**config.mk**
```make
export PLATFORM = sky130hd
export DESIGN_NAME = iob_axi_master_bridge
export DESIGN_NICKNAME = d
export VERILOG_FILES = /design/src/rtl/iob_axi_bridge_pkg.sv /design/src/rtl/iob_axi_bridge_wr_ctrl.sv /design/src/rtl/iob_axi_master_bridge.sv
export SDC_FILE = /design/constraint.sdc
export NUM_CORES = 1
export LEC_CHECK = 0
export CORE_ASPECT_RATIO = 0.75
export CORE_MARGIN = 5
export CORE_UTILIZATION = 35
export DETAILED_ROUTE_END_ITERATION = 10
export GPL_ROUTABILITY_DRIVEN = 0
export PLACE_DENSITY = 0.8
export SLEW_MARGIN = 0
export SYNTH_ARGS = -nofsm -noshare
export SYNTH_HDL_FRONTEND = slang
export SYNTH_SLANG_ARGS = --single-unit
```
**constraint.sdc**
```tcl
create_clock -name clk_i -period 2 [get_ports clk_i]
set_input_delay 0.6 -clock clk_i [delete_from_list [all_inputs] [get_ports clk_i]]
set_output_delay 0.6 -clock clk_i [all_outputs]
set_load 0.01 [all_outputs]
```
**src/rtl/iob_axi_bridge_pkg.sv**
```systemverilog
// Shared types and constants for the IOb-to-AXI4 master bridge.
// FSM encoding, AXI burst/response codes and the beat-size helper.
package iob_axi_bridge_pkg;

    typedef enum logic [2:0] {
        ST_IDLE    = 3'd0,
        ST_WR      = 3'd1,
        ST_WR_RESP = 3'd2,
        ST_RD_ADDR = 3'd3,
        ST_RD_DATA = 3'd4
    } bridge_state_t;

    localparam logic [1:0] AXI_BURST_INCR  = 2'b01;
    localparam logic [1:0] AXI_RESP_OKAY   = 2'b00;
    localparam logic [1:0] AXI_RESP_EXOKAY = 2'b01;
    localparam logic [1:0] AXI_RESP_SLVERR = 2'b10;
    localparam logic [1:0] AXI_RESP_DECERR = 2'b11;

    function automatic logic [2:0] axi_size(input int data_w);
        return 3'($clog2(data_w / 8));
    endfunction

endpackage

```
**src/rtl/iob_axi_bridge_wr_ctrl.sv**
```systemverilog
// Write-side handshake tracker: AW and W complete independently,
// each valid drops the cycle after its own handshake.
module iob_axi_bridge_wr_ctrl (
    input  logic clk_i,
    input  logic rst_i,
    input  logic cke_i,
    input  logic active_i,
    input  logic awready_i,
    input  logic wready_i,
    output logic awvalid_o,
    output logic wvalid_o,
    output logic done_o
);
    import iob_axi_bridge_pkg::*;

    logic aw_done;
    logic w_done;
    logic aw_hs;
    logic w_hs;

    assign awvalid_o = active_i & ~aw_done;
    assign wvalid_o  = active_i & ~w_done;
    assign aw_hs     = awvalid_o & awready_i;
    assign w_hs      = wvalid_o & wready_i;

    // Done as soon as the last outstanding handshake is happening.
    assign done_o = active_i & (aw_done | aw_hs) & (w_done | w_hs);

    always_ff @(posedge clk_i) begin
        if (rst_i) begin
            aw_done <= 1'b0;
            w_done  <= 1'b0;
        end else if (cke_i) begin
            if (!active_i) begin
                aw_done <= 1'b0;
                w_done  <= 1'b0;
            end else begin
                if (aw_hs) aw_done <= 1'b1;
                if (w_hs)  w_done  <= 1'b1;
            end
        end
    end

endmodule

```
**src/rtl/iob_axi_master_bridge.sv**
```systemverilog
// Converts single IOb requests into single-beat AXI4 transactions,
// one outstanding transaction at a time.
module iob_axi_master_bridge #(
    parameter int ADDR_W   = 32,
    parameter int DATA_W   = 32,
    parameter int AXI_ID_W = 4,
    parameter int AXI_ID   = 0
) (
    input  logic                  clk_i,
    input  logic                  rst_i,
    input  logic                  cke_i,
    input  logic                  iob_avalid_i,
    input  logic [ADDR_W-1:0]     iob_addr_i,
    input  logic [DATA_W-1:0]     iob_wdata_i,
    input  logic [DATA_W/8-1:0]   iob_wstrb_i,
    output logic                  iob_ready_o,
    output logic                  iob_rvalid_o,
    output logic [DATA_W-1:0]     iob_rdata_o,
    output logic                  err_o,
    output logic [AXI_ID_W-1:0]   axi_awid_o,
    output logic [ADDR_W-1:0]     axi_awaddr_o,
    output logic [7:0]            axi_awlen_o,
    output logic [2:0]            axi_awsize_o,
    output logic [1:0]            axi_awburst_o,
    output logic                  axi_awvalid_o,
    input  logic                  axi_awready_i,
    output logic [DATA_W-1:0]     axi_wdata_o,
    output logic [DATA_W/8-1:0]   axi_wstrb_o,
    output logic                  axi_wlast_o,
    output logic                  axi_wvalid_o,
    input  logic                  axi_wready_i,
    input  logic [AXI_ID_W-1:0]   axi_bid_i,
    input  logic [1:0]            axi_bresp_i,
    input  logic                  axi_bvalid_i,
    output logic                  axi_bready_o,
    output logic [AXI_ID_W-1:0]   axi_arid_o,
    output logic [ADDR_W-1:0]     axi_araddr_o,
    output logic [7:0]            axi_arlen_o,
    output logic [2:0]            axi_arsize_o,
    output logic [1:0]            axi_arburst_o,
    output logic                  axi_arvalid_o,
    input  logic                  axi_arready_i,
    input  logic [AXI_ID_W-1:0]   axi_rid_i,
    input  logic [DATA_W-1:0]     axi_rdata_i,
    input  logic [1:0]            axi_rresp_i,
    input  logic                  axi_rlast_i,
    input  logic                  axi_rvalid_i,
    output logic                  axi_rready_o
);
    import iob_axi_bridge_pkg::*;

    localparam int LSB = $clog2(DATA_W / 8);

    if (DATA_W != 32 && DATA_W != 64) begin : g_bad_data_w
        $error("iob_axi_master_bridge: DATA_W must be 32 or 64");
    end

    bridge_state_t state;
    bridge_state_t state_nxt;

    logic [ADDR_W-1:0]   addr_q;
    logic [DATA_W-1:0]   wdata_q;
    logic [DATA_W/8-1:0] wstrb_q;
    logic [DATA_W-1:0]   rdata_q;
    logic                rvalid_q;
    logic                err_q;

    logic wr_active;
    logic wr_done;
    logic accept;
    logic b_hs;
    logic r_hs;

    // Responses carry no information we need beyond the error bit.
    logic unused_rsp;
    assign unused_rsp = ^{axi_bid_i, axi_rid_i, axi_rlast_i,
                          axi_bresp_i[0], axi_rresp_i[0]};

    assign accept = (state == ST_IDLE) & iob_avalid_i;
    assign b_hs   = (state == ST_WR_RESP) & axi_bvalid_i;
    assign r_hs   = (state == ST_RD_DATA) & axi_rvalid_i;

    iob_axi_bridge_wr_ctrl u_wr_ctrl (
        .clk_i     (clk_i),
        .rst_i     (rst_i),
        .cke_i     (cke_i),
        .active_i  (wr_active),
        .awready_i (axi_awready_i),
        .wready_i  (axi_wready_i),
        .awvalid_o (axi_awvalid_o),
        .wvalid_o  (axi_wvalid_o),
        .done_o    (wr_done)
    );

    always_ff @(posedge clk_i) begin
        if (rst_i) begin
            state <= ST_IDLE;
        end else if (cke_i) begin
            state <= state_nxt;
        end
    end

    always_comb begin
        state_nxt = state;
        case (state)
            ST_IDLE:
                if (iob_avalid_i)
                    state_nxt = (|iob_wstrb_i) ? ST_WR : ST_RD_ADDR;
            ST_WR:
                if (wr_done) state_nxt = ST_WR_RESP;
            ST_WR_RESP:
                if (axi_bvalid_i) state_nxt = ST_IDLE;
            ST_RD_ADDR:
                if (axi_arready_i) state_nxt = ST_RD_DATA;
            ST_RD_DATA:
                if (axi_rvalid_i) state_nxt = ST_IDLE;
            default:
                state_nxt = ST_IDLE;
        endcase
    end

    always_comb begin
        iob_ready_o   = 1'b0;
        wr_active     = 1'b0;
        axi_bready_o  = 1'b0;
        axi_arvalid_o = 1'b0;
        axi_rready_o  = 1'b0;
        unique case (1'b1)
            state == ST_IDLE:    iob_ready_o   = 1'b1;
            state == ST_WR:      wr_active     = 1'b1;
            state == ST_WR_RESP: axi_bready_o  = 1'b1;
            state == ST_RD_ADDR: axi_arvalid_o = 1'b1;
            state == ST_RD_DATA: axi_rready_o  = 1'b1;
            default: ;
        endcase
    end

    // Request latch, read capture and the one-cycle response pulses.
    always_ff @(posedge clk_i) begin
        if (rst_i) begin
            addr_q   <= '0;
            wdata_q  <= '0;
            wstrb_q  <= '0;
            rdata_q  <= '0;
            rvalid_q <= 1'b0;
            err_q    <= 1'b0;
        end else if (cke_i) begin
            rvalid_q <= r_hs;
            err_q    <= (b_hs & axi_bresp_i[1]) | (r_hs & axi_rresp_i[1]);
            if (accept) begin
                addr_q  <= {iob_addr_i[ADDR_W-1:LSB], {LSB{1'b0}}};
                wdata_q <= iob_wdata_i;
                wstrb_q <= iob_wstrb_i;
            end
            if (r_hs) rdata_q <= axi_rdata_i;
        end
    end

    assign iob_rvalid_o = rvalid_q;
    assign iob_rdata_o  = rdata_q;
    assign err_o        = err_q;

    assign axi_awid_o    = AXI_ID_W'(AXI_ID);
    assign axi_awaddr_o  = addr_q;
    assign axi_awlen_o   = 8'd0;
    assign axi_awsize_o  = axi_size(DATA_W);
    assign axi_awburst_o = AXI_BURST_INCR;
    assign axi_wdata_o   = wdata_q;
    assign axi_wstrb_o   = wstrb_q;
    assign axi_wlast_o   = 1'b1;

    assign axi_arid_o    = AXI_ID_W'(AXI_ID);
    assign axi_araddr_o  = addr_q;
    assign axi_arlen_o   = 8'd0;
    assign axi_arsize_o  = axi_size(DATA_W);
    assign axi_arburst_o = AXI_BURST_INCR;

endmodule

```
# [Yosys cells after proc, flatten, opt, wreduce, memory -nomap -nowiden]
# Cells that the tools add are included.
# W data, S select, Z words.
[totals] ff_bits=105 input_bits=122 out_inout_bits=175
[op_classes] reduce_logical=7 n_mux=16 bitwise_logic=16 eq_ne=11
[ops] operator="$mux W3" n=5
[ops] operator="$pmux W3 S5" n=1
[ops] operator="$ne A2 B2 Y1 const B" n=6
[ops] operator="$and A1 B1 Y1" n=11
[ops] operator="$mux W1" n=9
[ops] operator="$reduce_and A2 Y1" n=4
[ops] operator="$eq A3 B2 Y1 const B" n=2
[ops] operator="$reduce_and A6 Y1" n=1
[ops] operator="$reduce_or A4 Y1" n=1
[ops] operator="$eq A3 B1 Y1 const B" n=1
[ops] operator="$eq A3 B3 Y1 const B" n=1
[ops] operator="$logic_not A3 Y1" n=1
[ops] operator="$or A1 B1 Y1" n=3
[ops] operator="$mux W2" n=1
[ops] operator="$ne A2 B1 Y1 const B" n=1
[ops] operator="$not A1 Y1" n=2

# [Depth between registers and ports, before layout]
# Gate-level depths: netlist of the first run.
[logic_depth] word_depth=9 depth_mapped=6 depth_no_buf=4

# [By module]
# Synthesis of the first run repeated with hierarchy kept, for this count alone.
[hier_totals] cells_unflattened=571 area_unflattened_um2=4667.0
[by_module_without_submodules] mod="iob_axi_master_bridge" seq_area_each_um2=2062.0 area_each_um2=4576.9 cells_per_inst=561 n_inst=1
[by_module_without_submodules] mod="iob_axi_bridge_wr_ctrl" seq_area_each_um2=40.0 area_each_um2=90.1 cells_per_inst=10 n_inst=1

# [Least setup slack after synthesis of the first run]
# No wires, ideal clock.
[synth_path] path_type="flip-flop to output port" startpoint="reg state[0]" endpoint="out axi_awvalid_o" stages_incl_launch_ff=4 path_slack_ns=0.361 t_arrival_ns=1.039 n_path_buf=1 path_cell_list="dfxtp_1 > or3b_1 > buf_2 > nor2_1"
[synth_via] elab_chain_len=3
[synth_rtl] item="from (decl)" line_no="iob_axi_master_bridge.sv:58" rtl="bridge_state_t state;"
[synth_rtl] item="from (signal assigned)" line_no="iob_axi_master_bridge.sv:99" rtl="state <= state_nxt;"
[synth_rtl] item="$eq A3 B1 Y1" line_no="iob_axi_master_bridge.sv:130" rtl="state == ST_WR: wr_active = 1'b1;"
[synth_rtl] item="$mux W1" line_no="iob_axi_master_bridge.sv:128" rtl="unique case (1'b1)"
[synth_rtl] item="$and A1 B1 Y1" line_no="iob_axi_bridge_wr_ctrl.sv:21" rtl="assign awvalid_o = active_i & ~aw_done;"
[synth_rtl] item="to (decl)" line_no="iob_axi_master_bridge.sv:25" rtl="output logic axi_awvalid_o,"
# Every way passes these cells.

# [Final worst setup path of the first run]
[layout_path] startpoint="reg state[2]" endpoint="out iob_ready_o"
[layout_via] elab_chain_len=2
[layout_rtl] item="$logic_not A3 Y1" line_no="iob_axi_master_bridge.sv:129" rtl="state == ST_IDLE: iob_ready_o = 1'b1;"
[layout_rtl] item="$mux W1" line_no="iob_axi_master_bridge.sv:128"
[layout_rtl] item="to (decl)" line_no="iob_axi_master_bridge.sv:16" rtl="output logic iob_ready_o,"
# Every way passes these cells.

==> results of run 1 <==
-- final timing paths --
path	start	end	slack (ns)	cells past startpoint
worst min register to register	iob_rdata_o[22]	iob_rdata_o[22]	0.45	2
worst max register to register	state[2]	axi_wdata_o[20]	0.44	7
worst min-delay path	iob_rdata_o[22]	iob_rdata_o[22]	0.45	2
worst max-delay path	state[2]	iob_ready_o	0.10	3
-- cells in the mapped netlist (all sizes together) --
| cell | instances | area share [%] |
|---|---|---|
| conb | 2 | 0.18 |
| nor4 | 1 | 0.15 |
| a211oi | 2 | 0.35 |
| or3b | 1 | 0.21 |
| a31oi | 1 | 0.15 |
| and4 | 1 | 0.21 |
| a21bo | 1 | 0.24 |
| dfxtp | 105 | 50 |
| mux2 | 1 | 0.27 |
| nand2 | 197 | 17 |
| and2 | 1 | 0.15 |
| a21o | 1 | 0.18 |
| nor2 | 5 | 0.44 |
| nand4 | 2 | 0.29 |
| mux2i | 1 | 0.24 |
| inv | 1 | 0.088 |
| clkbuf | 20 | 1.8 |
| a21oi | 104 | 12 |
| o22a | 1 | 0.21 |
| a2bb2oi | 1 | 0.21 |
| nand2b | 3 | 0.44 |
| a21boi | 1 | 0.18 |
| nor3 | 1 | 0.24 |
| and3 | 1 | 0.15 |
| a311oi | 1 | 0.21 |
| o21a | 1 | 0.18 |
| buf | 84 | 14 |
| nand3 | 2 | 0.24 |
-- state kept, by name (all words and copies together) (netlist names) --
| register | flops |
|---|---|
| u_wr_ctrl.w_done | 1 |
| iob_rdata_o | 32 |
| err_o | 1 |
| axi_wstrb_o | 4 |
| state | 3 |
| axi_wdata_o | 32 |
| u_wr_ctrl.aw_done | 1 |
| axi_araddr_o | 30 |
| iob_rvalid_o | 1 |
-- repair_timing --
action	in CTS	in global routing
pin swaps	0	0
buffers inserted	0	0
endpoints found under the setup margin	6	4
endpoints found under the hold margin	0	0
resized for setup	16	7
-- area by class of cell --
| class | count | share of cell area, % |
|---|---|---|
| multi-input combinational | 370 | 23.94 |
| timing repair buffer | 263 | 38.34 |
| tap | 162 | 2.972 |
| inverter | 1 | 0.05504 |
| sequential | 105 | 30.84 |
| clock buffer | 11 | 3.412 |
| clock inverter | 4 | 0.4403 |
-- worst min-delay path: cells and delay by family (launching register included) --
kind	cells	cell delay, ns
DFF	1	0.31
and+or+nand+nor	1	0.05
AOI/OAI and AO/OA	1	0.05
-- power breakdown --
| group | switching (mW) | leakage [nW] | internal [mW] | total, mW |
|---|---|---|---|---|
| Clock | 0.740 | 0.126 | 0.843 | 1.58 |
| Combinational | 0.362 | 1.48 | 0.475 | 0.837 |
| Sequential | 0.0466 | 0.853 | 2.17 | 2.22 |
-- layer usage --
metal	part of all wire, %	GRT usage [%]	wire (um)
met1	38	18.92	4903
met2	49	28.83	6304
met3	12	7.810	1513
met4	0.80	3.632	103
met5	0	0	0
-- cells by family after synthesis --
kind of cell | after synthesis
simple gates | 215
compound gates | 114
flops | 105
buf+inv | 105
mux | 2
other cells | 2
-- per-stage QoR --
step | cell area (sq um) | util [%] | instances | power (mW)
after floorplan | 4384 | - | 580 | 2.662
after global routing | 6820 | 58.09 | 916 | 4.875
after global placement | 6561 | 55.88 | 901 | 3.094
final | 6820 | 58.09 | 916 | 4.637
after detailed placement | 6561 | 55.88 | 901 | 3.108
after CTS | 6815 | 58.05 | 916 | 4.702
==> impl_metrics.yaml, run 1 <==
finish:
  final_cell_mix: "237 x clkdlybuf4s50_1, 197 x nand2_1, 104 x a21oi_1, 104 x dfxtp_1, 39 x conb_1"
  seq_area_sq_um: 2103
  layout-drive-gt1-share_pct: 6.101
  mostFrequentLayoutCell: "clkdlybuf4s50_1"
  syn_to_final_growth_pct: 60.65
  multi_input_area_sq_um: 1633
  antenna_cells: 0
  n_fill_cell: 1080
  final_nets: 872
setup_path:
  crit_fanout: 7
  crit_type: "register to output port"
  worst_setup_path_end_kind: "output port"
  cpMaxStageDelayCell: "dfxtp_1"
  critPathLaunchType: "register"
  worst_ep_arrival_time_ns: 1.30
  max_stage_delay_ns: 0.31
  path_cells: "buf_4, nor3_2, dlygate4sd2_1"
  critical_path_buf_inv_count: 2
  crit_family: "buffers and inverters"
  crit_required_ns: 1.40
floorplanning:
  initial_core_util_pct: 36.16
  die_y_um: 105.4
  fp.coreArea_sq_um: 11740
  rows: 34
  die-area_sq_um: 14460
  num_io_pins: 297
  die_w_um: 137.2
clock_network:
  clk_pin_slew_worst_paths_ns: 0.07
  postCtsHoldBufs: 0
  cts-root-buf: "clkbuf_16"
  cts_tree: "done"
  htree_levels: 3
  clk_latency_ns: 0.33
  cts_sinks: 105
  clock_path_buffers: 2
  numCtsBuffers: 9
logic_synthesis:
  synth_area_sq_um: 4245
  yosysSeqAreaShare_pct: 49.51
  synth_compound_area_share_pct: 14.15
  synth_top_family_by_area: "simple AND/OR/NAND/NOR gates"
  yosys.cell_types.count: 30
  synthCells: 543
  ys_warn_count: 0
  synth_xor_xnor_area_share_pct: 0
  yosys.area_share.adder_pct: 0
  syn_avg_cell_area_sq_um: 7.818
  ys_ff_latch: 105
  synth_mux_area_share_pct: 0.5010
  synth-simple-area-share_pct: 19.92
grt:
  track_usage_pct: 16.74
  antenna_found_initial: 0
  grt_start_max_net_pins: 106
  grt_pass1_wl_mm: 19.33
  grt_pass1_vias: 3768
  overflow: 0
power_and_ir_drop:
  p_per_area_nw_per_um2: 679.9
  leakage_nw: 2.460
  ir_drop_v: 0.0004410
sta:
  rsz0062_at_grt: "no"
  fmax_mhz: 527.0
  finalCriticalPeriod_ns: 1.897
  slew_viol_final: 0
  final_hold_viol_count: 0
  setup_viol: 0
  skew_ns: 0.005502
  setup_ws_ns: 0.1026
  fin_crit_sh_pct: 94.87
  fin_setup_tns_ns: 0
  holdWs_ns: 0.4517
drt:
  first_iter_violations: 196
  viasPerCell: 4.402
  dr.pass1.iters: 4
  drt-total-wl_mm: 12.82
  routedWlPerCell_um: 14.00
  drc: 0
  antenna_left: 0
  num_vias: 4032
placed_design:
  dpl.hpwl_mm: 9.806
  dp_slack_ns: -0.03664
  io_buffers: 244
job:
  maxCapViolCount: 0
status:
  outcome: "finished, final reports clean"
min_path:
  hold_path_class: "register to register"
No activity file was read; power rests on OpenSTA's default activity.
==> run 2, diff against run 1 <==
- CORE_MARGIN: 5 -> 1.5
- CTS_BUF_LIST: not set -> sky130_fd_sc_hd__clkbuf_4 sky130_fd_sc_hd__clkbuf_8
==> run 2 against run 1 <==
Net effect: hold slack better by 0.0054 ns; wire length decreased by 3.2%; first-iteration DRC count down 23%; worst setup slack got worse by 0.039 ns; utilization shrank 0.088 points; flip-flop and latch count did not move; die area fell by 11%; register-to-register slack hardly changed; clock skew up 0.0035 ns; combinational power is 0.6% higher.
==> impl_metrics.yaml, run 2 (synthesis gave the netlist of run 1 again) <==
status:
  outcome: "finished, final reports clean"
floorplanning:
  fp.coreArea_sq_um: 11700
  rows: 34
  initial_core_util_pct: 36.29
  die_w_um: 130.2
  die_y_um: 98.38
  die-area_sq_um: 12810
  num_io_pins: 297
drt:
  first_iter_violations: 151
  drc: 0
  viasPerCell: 4.451
  routedWlPerCell_um: 13.59
  num_vias: 4064
  antenna_left: 0
  dr.pass1.iters: 4
  drt-total-wl_mm: 12.41
sta:
  rsz0062_at_grt: "yes"
  fin_setup_tns_ns: 0
  fmax_mhz: 516.4
  final_hold_viol_count: 0
  slew_viol_final: 0
  fin_crit_sh_pct: 96.82
  finalCriticalPeriod_ns: 1.936
  setup_ws_ns: 0.06362
  setup_viol: 0
  skew_ns: 0.009010
grt:
  grt_start_max_net_pins: 45
  grt_pass1_vias: 3882
  overflow: 0
  grt_pass1_wl_mm: 18.79
  antenna_found_initial: 0
  track_usage_pct: 18.54
setup_path:
  crit_fanout: 5
  r2r_cells: 7
  worst_ep_arrival_time_ns: 1.34
  crit_type: "register to output port"
  critPathLaunchType: "register"
  crit_required_ns: 1.40
  worst_setup_path_end_kind: "output port"
finish:
  n_fill_cell: 1012
  final_cell_mix: "237 x clkdlybuf4s50_1, 197 x nand2_1, 104 x a21oi_1, 104 x dfxtp_1, 39 x conb_1"
  layout-drive-gt1-share_pct: 6.658
  stdcell_area_sq_um: 6785
  postLayoutCoreUtil_pct: 58.00
  syn_to_final_growth_pct: 59.83
  antenna_cells: 0
  stdcell_count: 913
  final_nets: 869
  mostFrequentLayoutCell: "clkdlybuf4s50_1"
placed_design:
  dpl.hpwl_mm: 9.335
  io_buffers: 244
  dp_slack_ns: -0.07118
  placed_area_sq_um: 6569
  dpl.cell_count: 897
power_and_ir_drop:
  ir_drop_v: 0.0003726
  leakage_nw: 2.438
  p_per_area_nw_per_um2: 645.9
clock_network:
  clk_pin_slew_worst_paths_ns: 0.09
  cts_sinks: 105
  numCtsBuffers: 9
  cts_tree: "done"
  htree_levels: 3
  clock_path_buffers: 2
  clk_latency_ns: 0.36
  postCtsHoldBufs: 0
  cts-root-buf: "clkbuf_8"
min_path:
  hold_path_class: "register to register"
  hold_depth: 2
job:
  maxCapViolCount: 0
## run 2: final cells by class
cell class                      count  area (sq um)  share of cell area, %
Clock buffer                       11         145.1                  2.139
Sequential cell                   105          2103                  31.00
Timing Repair Buffer              260          2630                  38.76
Clock inverter                      4         52.55                 0.7745
Tap cell                          162         202.7                  2.987
Multi-Input combinational cell    370          1648                  24.29
Inverter                            1         3.754                0.05532
## run 2: metrics by stage
step           power, mW  hold slack, ns
6_report           4.383          0.4571
5_1_grt            4.602          0.4821
4_1_cts            4.440          0.4622
3_5_place_dp       3.103          0.4491
3_3_place_gp       3.085          0.4414
2_1_floorplan      2.662          0.4805
## run 2: where the power goes
part	total, mW	switching, mW	leakage [nW]	internal (mW)
clock network	1.32	0.695	0.103	0.626
registers	2.22	0.0505	0.853	2.17
logic	0.842	0.364	1.48	0.478
total	4.38	1.11	2.44	3.27
## run 2: worst max-delay path, cell delays in order (launching register included)
cell and delay (ns):
dfxtp_1 0.33, or3b_4 0.44, nor2_2 0.11, buf_6 0.11
## run 2: what timing repair did
item	in CTS	in global routing
setup buffers	0	1
endpoints found under the setup margin	6	5
pin swaps	0	1
gates cloned	0	0
endpoints found under the hold margin	0	0
resized for setup	24	11
## run 2: metal layers
metal / vias to the layer above / routed length, um / GRT usage (%)
li1: 2036 / - / -
met1: 1856 / 4886 / 20.29
met2: 156 / 6293 / 33.24
met3: 16 / 1067 / 6.795
met4: 0 / 161 / 5.470
met5: - / 0 / 0
## run 2: worst paths after layout
| kind | startpoint | end | slack, ns |
|---|---|---|---|
| worst max-delay path | state[1] | axi_awvalid_o | 0.06 |
| worst min-delay path | axi_wdata_o[2] | axi_wdata_o[2] | 0.46 |
| worst max register to register | state[2] | axi_araddr_o[17] | 0.43 |
| worst min register to register | axi_wdata_o[2] | axi_wdata_o[2] | 0.46 |
